===== src/rtl/oledrgb_spi_streamer.sv =====
// SPI command/data streamer for the SSD1331 (Pmod OLEDrgb): a tagged-byte FIFO drained over SPI
// inside one chip-select frame per start. Bytes written while a frame runs extend that frame.
// Latency: a sampled start drives cs low, pops the head and presents MSB + D/C on the next edge.
// Backpressure: o_full / o_count; writes while full are dropped; i_abort flushes everything.
//
// Ports:
//   i_clk, i_n_reset           clock, synchronous active-low reset
//   i_wr_en/i_wr_dc/i_wr_data  FIFO push of {D/C tag, byte}
//   o_full, o_count            FIFO occupancy
//   i_start, i_abort           frame start (level or pulse), frame kill + FIFO flush
//   o_busy, o_done             frame in progress, one-cycle end-of-frame pulse
//   o_cs_n, o_sclk, o_mosi, o_dc  SPI pins plus the D/C line for the byte on the wire
module oledrgb_spi_streamer #(
  parameter int DEPTH   = 16,
  parameter int CLK_DIV = 4,
  parameter bit CPOL    = 1'b1
) (
  input  logic                     i_clk,
  input  logic                     i_n_reset,
  input  logic                     i_wr_en,
  input  logic                     i_wr_dc,
  input  logic [7:0]               i_wr_data,
  output logic                     o_full,
  output logic [$clog2(DEPTH):0]   o_count,
  input  logic                     i_start,
  input  logic                     i_abort,
  output logic                     o_busy,
  output logic                     o_done,
  output logic                     o_cs_n,
  output logic                     o_sclk,
  output logic                     o_mosi,
  output logic                     o_dc
);

  localparam int AW = $clog2(DEPTH);
  localparam int CW = AW + 1;
  // Divider counter needs at least one bit even when CLK_DIV == 1.
  localparam int DW = (CLK_DIV > 1) ? $clog2(CLK_DIV) : 1;
  localparam logic [DW-1:0] DIV_LAST = DW'(CLK_DIV - 1);

  typedef enum logic [1:0] {
    IDLE  = 2'd0,
    SETUP = 2'd1,
    SHIFT = 2'd2,
    HOLD  = 2'd3
  } state_t;

  // ---------------------------------------------------------------- FIFO
  logic [8:0]    mem [DEPTH];
  logic [AW-1:0] wr_ptr;
  logic [AW-1:0] rd_ptr;
  logic [CW-1:0] count;
  logic [8:0]    head;
  logic          full;
  logic          empty;
  logic          push;
  logic          pop;

  // ---------------------------------------------------------------- FSM state
  state_t        state;
  logic [DW-1:0] div_cnt;
  logic [2:0]    bit_cnt;
  logic          half;      // 0: first half of a bit (sclk active), 1: second half (sclk idle)
  logic [7:0]    shreg;
  logic          cs_n;
  logic          sclk;
  logic          mosi;
  logic          dc;
  logic          busy;
  logic          done;
  logic          div_end;
  logic          last_edge;

  assign full    = (count == CW'(DEPTH));
  assign empty   = (count == '0);
  assign head    = mem[rd_ptr];
  assign div_end = (div_cnt == DIV_LAST);

  // Cycle in which bit 0's second half ends: the chaining decision point.
  assign last_edge = (state == SHIFT) && half && div_end && (bit_cnt == 3'd7);

  // Abort outranks both the write port and any pop.
  assign push = i_wr_en && !full && !i_abort;
  assign pop  = !i_abort && !empty && (((state == IDLE) && i_start) || last_edge);

  always_ff @(posedge i_clk) begin
    if (i_n_reset && push) begin
      mem[wr_ptr] <= {i_wr_dc, i_wr_data};
    end
  end

  always_ff @(posedge i_clk) begin
    if (!i_n_reset || i_abort) begin
      wr_ptr <= '0;
      rd_ptr <= '0;
      count  <= '0;
    end else begin
      // DEPTH is a power of two, so the pointers wrap naturally.
      if (push) wr_ptr <= wr_ptr + 1'b1;
      if (pop)  rd_ptr <= rd_ptr + 1'b1;
      case ({push, pop})
        2'b10:   count <= count + 1'b1;
        2'b01:   count <= count - 1'b1;
        default: count <= count;
      endcase
    end
  end

  // ---------------------------------------------------------------- FSM
  always_ff @(posedge i_clk) begin
    if (!i_n_reset) begin
      state   <= IDLE;
      div_cnt <= '0;
      bit_cnt <= '0;
      half    <= 1'b0;
      shreg   <= '0;
      cs_n    <= 1'b1;
      sclk    <= CPOL;
      mosi    <= 1'b0;
      dc      <= 1'b0;
      busy    <= 1'b0;
      done    <= 1'b0;
    end else begin
      done <= 1'b0;
      if (i_abort) begin
        state   <= IDLE;
        div_cnt <= '0;
        bit_cnt <= '0;
        half    <= 1'b0;
        cs_n    <= 1'b1;
        sclk    <= CPOL;
        busy    <= 1'b0;
      end else begin
        case (state)
          IDLE: begin
            if (pop) begin
              shreg   <= head[7:0];
              dc      <= head[8];
              mosi    <= head[7];
              cs_n    <= 1'b0;
              busy    <= 1'b1;
              div_cnt <= '0;
              state   <= SETUP;
            end
          end

          // SCLK held idle so D/C and the first data bit settle before the first edge.
          SETUP: begin
            if (div_end) begin
              div_cnt <= '0;
              bit_cnt <= '0;
              half    <= 1'b0;
              sclk    <= ~CPOL;
              state   <= SHIFT;
            end else begin
              div_cnt <= div_cnt + 1'b1;
            end
          end

          SHIFT: begin
            if (!div_end) begin
              div_cnt <= div_cnt + 1'b1;
            end else begin
              div_cnt <= '0;
              if (!half) begin
                // Mid-bit edge back to idle: the slave samples here.
                sclk <= CPOL;
                half <= 1'b1;
              end else if (bit_cnt != 3'd7) begin
                // Start of the next bit: data changes together with the leading edge.
                shreg   <= {shreg[6:0], 1'b0};
                mosi    <= shreg[6];
                sclk    <= ~CPOL;
                half    <= 1'b0;
                bit_cnt <= bit_cnt + 3'd1;
              end else if (pop) begin
                // More bytes queued: stay in the frame, reload during idle SCLK.
                shreg <= head[7:0];
                dc    <= head[8];
                mosi  <= head[7];
                state <= SETUP;
              end else begin
                state <= HOLD;
              end
            end
          end

          HOLD: begin
            if (div_end) begin
              div_cnt <= '0;
              cs_n    <= 1'b1;
              busy    <= 1'b0;
              done    <= 1'b1;
              state   <= IDLE;
            end else begin
              div_cnt <= div_cnt + 1'b1;
            end
          end

          default: begin
            state <= IDLE;
          end
        endcase
      end
    end
  end

  assign o_full  = full;
  assign o_count = count;
  assign o_busy  = busy;
  assign o_done  = done;
  assign o_cs_n  = cs_n;
  assign o_sclk  = sclk;
  assign o_mosi  = mosi;
  assign o_dc    = dc;

endmodule

===== config.mk =====
export PLATFORM = sky130hd
export DESIGN_NAME = oledrgb_spi_streamer
export DESIGN_NICKNAME = d
export VERILOG_FILES = /design/src/rtl/oledrgb_spi_streamer.sv
export SDC_FILE = /design/constraint.sdc
export NUM_CORES = 1
export LEC_CHECK = 0
export CAP_MARGIN = 25
export CELL_PAD_IN_SITES_DETAIL_PLACEMENT = 2
export CELL_PAD_IN_SITES_GLOBAL_PLACEMENT = 2
export CORE_MARGIN = 2
export CORE_UTILIZATION = 30
export CTS_BUF_LIST = sky130_fd_sc_hd__clkbuf_2 sky130_fd_sc_hd__clkbuf_4 sky130_fd_sc_hd__clkbuf_8
export DETAILED_ROUTE_END_ITERATION = 8
export PLACE_DENSITY_LB_ADDON = 0.1
export SLEW_MARGIN = 20
export SYNTH_ARGS = -nofsm -noshare
export SYNTH_HDL_FRONTEND = slang
export SYNTH_SLANG_ARGS = --single-unit

===== constraint.sdc =====
create_clock -name i_clk -period 4.8 [get_ports i_clk]
set_input_delay 1.2 -clock i_clk [delete_from_list [all_inputs] [get_ports i_clk]]
set_output_delay 1.2 -clock i_clk [all_outputs]
set_load 0.05 [all_outputs]

==> results.tsv <==
metric	value	unit
grt.total_usage	0.148	
drc_errors	0	
top_level_ports	26	
synth-seq-area-share	0.679	
grt_antenna_before_repair	0	
timing.final.setup_violations	0	
post-dp-hpwl	12000	µm
timing.hold.worst_path_depth	2	
worst_path_fanout_max	10	
finalWorstSetupSlack	1.14	ns
fp.dieH	162	µm
root_buffer	clkbuf_8	
antenna-diode-count	0	
cap_violations	0	
finalHoldViolations	0	
crit_path_end_kind	flop	
placement_rows	57	
asyncSetResetFlopFracSynth	0	
drt_pre_antenna_iters	4	
leakage	2.75	nW
synth-seq-cells	182	
grt_setup_unrepaired	no	
run_status	finished clean	
first_pass_grt_wire_length	28300	µm
timing_max_transition_violations_final	0	
wirelength	18400	µm
postCtsHoldBufs	0	
grt_start_max_net_pins	33	
p_int	0.00213	W
place.port_buffers	25	
share_comb_of_total_power	0.029	
synth_edf_count	144	
r2r_setup_slack	1.21	ns
cts-root-to-sink-buffers	2	
vdd_ir_drop_max	143	µV
clock_pin_slew_worst_setup_and_hold_paths	0.11	ns
achievable-frequency	0.273	GHz
initial_core_util	0.307	
syn_nets	487	
number_of_instances_in_the_synthesized_netlist	455	
nNetsFinal	533	
post_cts_resized	0	
grt_overflow	0	
die_w	162	µm
timing.critical_path.arrival	4.06	ns
worst-slew-pin-transition	0.866	ns
drt-wirelength-per-cell	22.0	µm
reg2reg_to	o_count[4]$_SDFFE_PP0P_	
power.share.clock	0.366	
synthesis.area	0.00748	mm²
crit_path_start_kind	primary input	
switching_share	0.244	
worstHoldStart	o_sclk$_SDFFE_PP1P_	
total_switching_power	0.000687	W
max-slew-margin-rel	0.418	
r2r_cells	13	
post_cts_buffers	0	
cts_buffers	17	
seqPwrFrac	0.606	
share_of_cells_above_drive_strength_1	0.193	
area_growth	14.9	%
fin_crit_sh	0.763	
vias	4077	
cp_required	5.19	ns
clock_sinks	182	
holdPathEnd	o_sclk$_SDFFE_PP1P_	
areal_power_density_over_the_cells	328	mW/mm²
fp.dieArea	0.0262	mm²
number_of_global_route_vias_before_repair	4548	
timing.setup.critical_path_class	in2reg	
netlist-cell-type-count	48	
tritoncts	done	
path_class_of_the_lowest_slack_min_delay_path	reg2reg	
detailedRoute.firstIterationViolations	218	
timing.clock.skew	0.0231	ns
core_area	0.0244	mm²
synthFlopType	edfxtp_1	
detail_route.vias_per_cell	4.87	
setup_total_negative_slack	0	ns
ant_nets	0	
ys.warnings.count	0	
worst_skew_pair.late_latency	0.47	ns
post-place-ws	0.653	ns
timing.final.crit_period	3.66	ns
gp_congestion	0.699	
synth_area_per_cell	16.4	µm²
timing.rr.start	state[0]$_SDFFE_PP0P_	
cts-htree-levels	4	
[cells in the mapped netlist (all sizes together) (12+ instances only)]
| master | instances | area share |
|---|---|---|
| mux2i | 17 | 0.023 |
| nor2 | 35 | 0.018 |
| nand2 | 16 | 0.0080 |
| edfxtp | 144 | 0.58 |
| ha | 17 | 0.028 |
| nor2b | 16 | 0.013 |
| clkbuf | 12 | 0.0060 |
| a21oi | 19 | 0.013 |
| a22o | 15 | 0.018 |
| mux4 | 36 | 0.11 |
| dfxtp | 38 | 0.10 |
[power by group through the flow]
stage | Clock [W] | Combinational, W | Sequential (W)
2_1_floorplan | 0 | 0.0000360 | 0.00175
3_3_place_gp | 0 | 0.0000797 | 0.00174
3_5_place_dp | 0 | 0.0000834 | 0.00174
4_1_cts | 0.00107 | 0.0000836 | 0.00171
5_1_grt | 0.00112 | 0.0000898 | 0.00171
6_report | 0.00103 | 0.0000810 | 0.00171
[metal layers]
| metal | vias up | wire [µm] | track usage | share of wire |
|---|---|---|---|---|
| met2 | 33 | 9130 | 0.247 | 0.50 |
| met3 | 17 | 337 | 0.0248 | 0.018 |
| met1 | 2169 | 8720 | 0.202 | 0.47 |
| met4 | 0 | 209 | 0.0410 | 0.011 |
| met5 | - | 0 | 0 | 0 |
| li1 | 1858 | - | - | - |
[flip-flops by register name (all words and copies together) (netlist names), 2 cells and up, named ones only]
register / flops
bit_cnt: 3
div_cnt: 2
mem: 144
o_count: 5
rd_ptr: 4
shreg: 7
state: 2
wr_ptr: 4
[area by class of cell]
cell class	count	area (µm²)
Clock inverter	14	150
Inverter	10	37.5
Sequential cell	182	5090
Fill cell	2466	15800
Timing Repair Buffer	49	430
Clock buffer	18	241
Multi-Input combinational cell	241	2250
Tap cell	324	405
[critical path: stages]
cell             delay, ns
clkdlybuf4s50_1       0.61
a221oi_4              0.27
buf_4                 0.22
ha_1                  0.26
inv_1                 0.10
fa_1                  0.39
nor2b_1               0.17
o21ai_1               0.10
and3_1                0.19
or4_1                 0.40
a21oi_1               0.14
[worst max path at each step]
stage,from,end,slack (ns),cells after the start
finish,i_abort,o_count[4]$_SDFFE_PP0P_,1.14,11
global route,state[0]$_SDFFE_PP0P_,o_count[4]$_SDFFE_PP0P_,0.85,13
floorplan,i_abort,o_count[4]$_SDFFE_PP0P_,1.35,10
CTS,i_abort,o_count[4]$_SDFFE_PP0P_,1.15,11
detailed placement,i_abort,o_count[4]$_SDFFE_PP0P_,0.65,11
global placement,i_abort,o_count[4]$_SDFFE_PP0P_,0.76,11
[placed cells by master, fill, tap and decap left out, types with 2 or more instances in the layout]
master / netlist / final
dfxtp_1: 38 / 36
mux2i_1: 17 / 17
o211ai_1: 2 / 2
clkinvlp_4: 0 / 2
nand2b_1: 4 / 4
inv_8: 0 / 6
nor3_1: 10 / 10
nand3_1: 3 / 3
dfxtp_2: 0 / 2
nand2_1: 16 / 16
clkdlybuf4s50_1: 0 / 25
o31ai_1: 2 / 2
a22o_1: 15 / 15
and3_1: 2 / 2
a211oi_1: 9 / 9
nor2_1: 35 / 35
buf_4: 1 / 24
o21ai_0: 3 / 3
and2_1: 4 / 4
clkbuf_8: 0 / 17
xnor2_1: 4 / 4
ha_1: 17 / 17
xor2_1: 4 / 4
edfxtp_1: 144 / 144
o21ai_1: 3 / 3
clkinv_8: 0 / 2
nor2b_1: 16 / 16
mux4_2: 36 / 36
inv_1: 10 / 10
a21oi_1: 19 / 19
inv_6: 0 / 3
[per-stage QoR]
step | power, W | hold slack [ns] | area, µm² | instances | utilization
global placement | 0.00182 | 0.461 | 8210 | 806 | 0.337
floorplan | 0.00178 | 0.465 | 7480 | 455 | -
finish | 0.00282 | 0.491 | 8600 | 838 | 0.353
CTS | 0.00286 | 0.495 | 8600 | 838 | 0.353
global route | 0.00292 | 0.527 | 8600 | 838 | 0.353
detailed placement | 0.00183 | 0.473 | 8210 | 806 | 0.337
[logic make-up (layout without fill, tap and decap cells)]
family | Yosys count | count (layout) | synth area share
buffers and inverters | 32 | 91 | 0.0202
adder cells (fa/ha/maj) | 18 | 18 | 0.0311
multiplexers | 53 | 53 | 0.131
flip-flops | 182 | 182 | 0.679
AO/OA/AOI/OAI | 62 | 62 | 0.0605
XOR/XNOR | 8 | 8 | 0.00936
AND/OR/NAND/NOR | 100 | 100 | 0.0684
No activity file was read; power rests on OpenSTA's default activity.
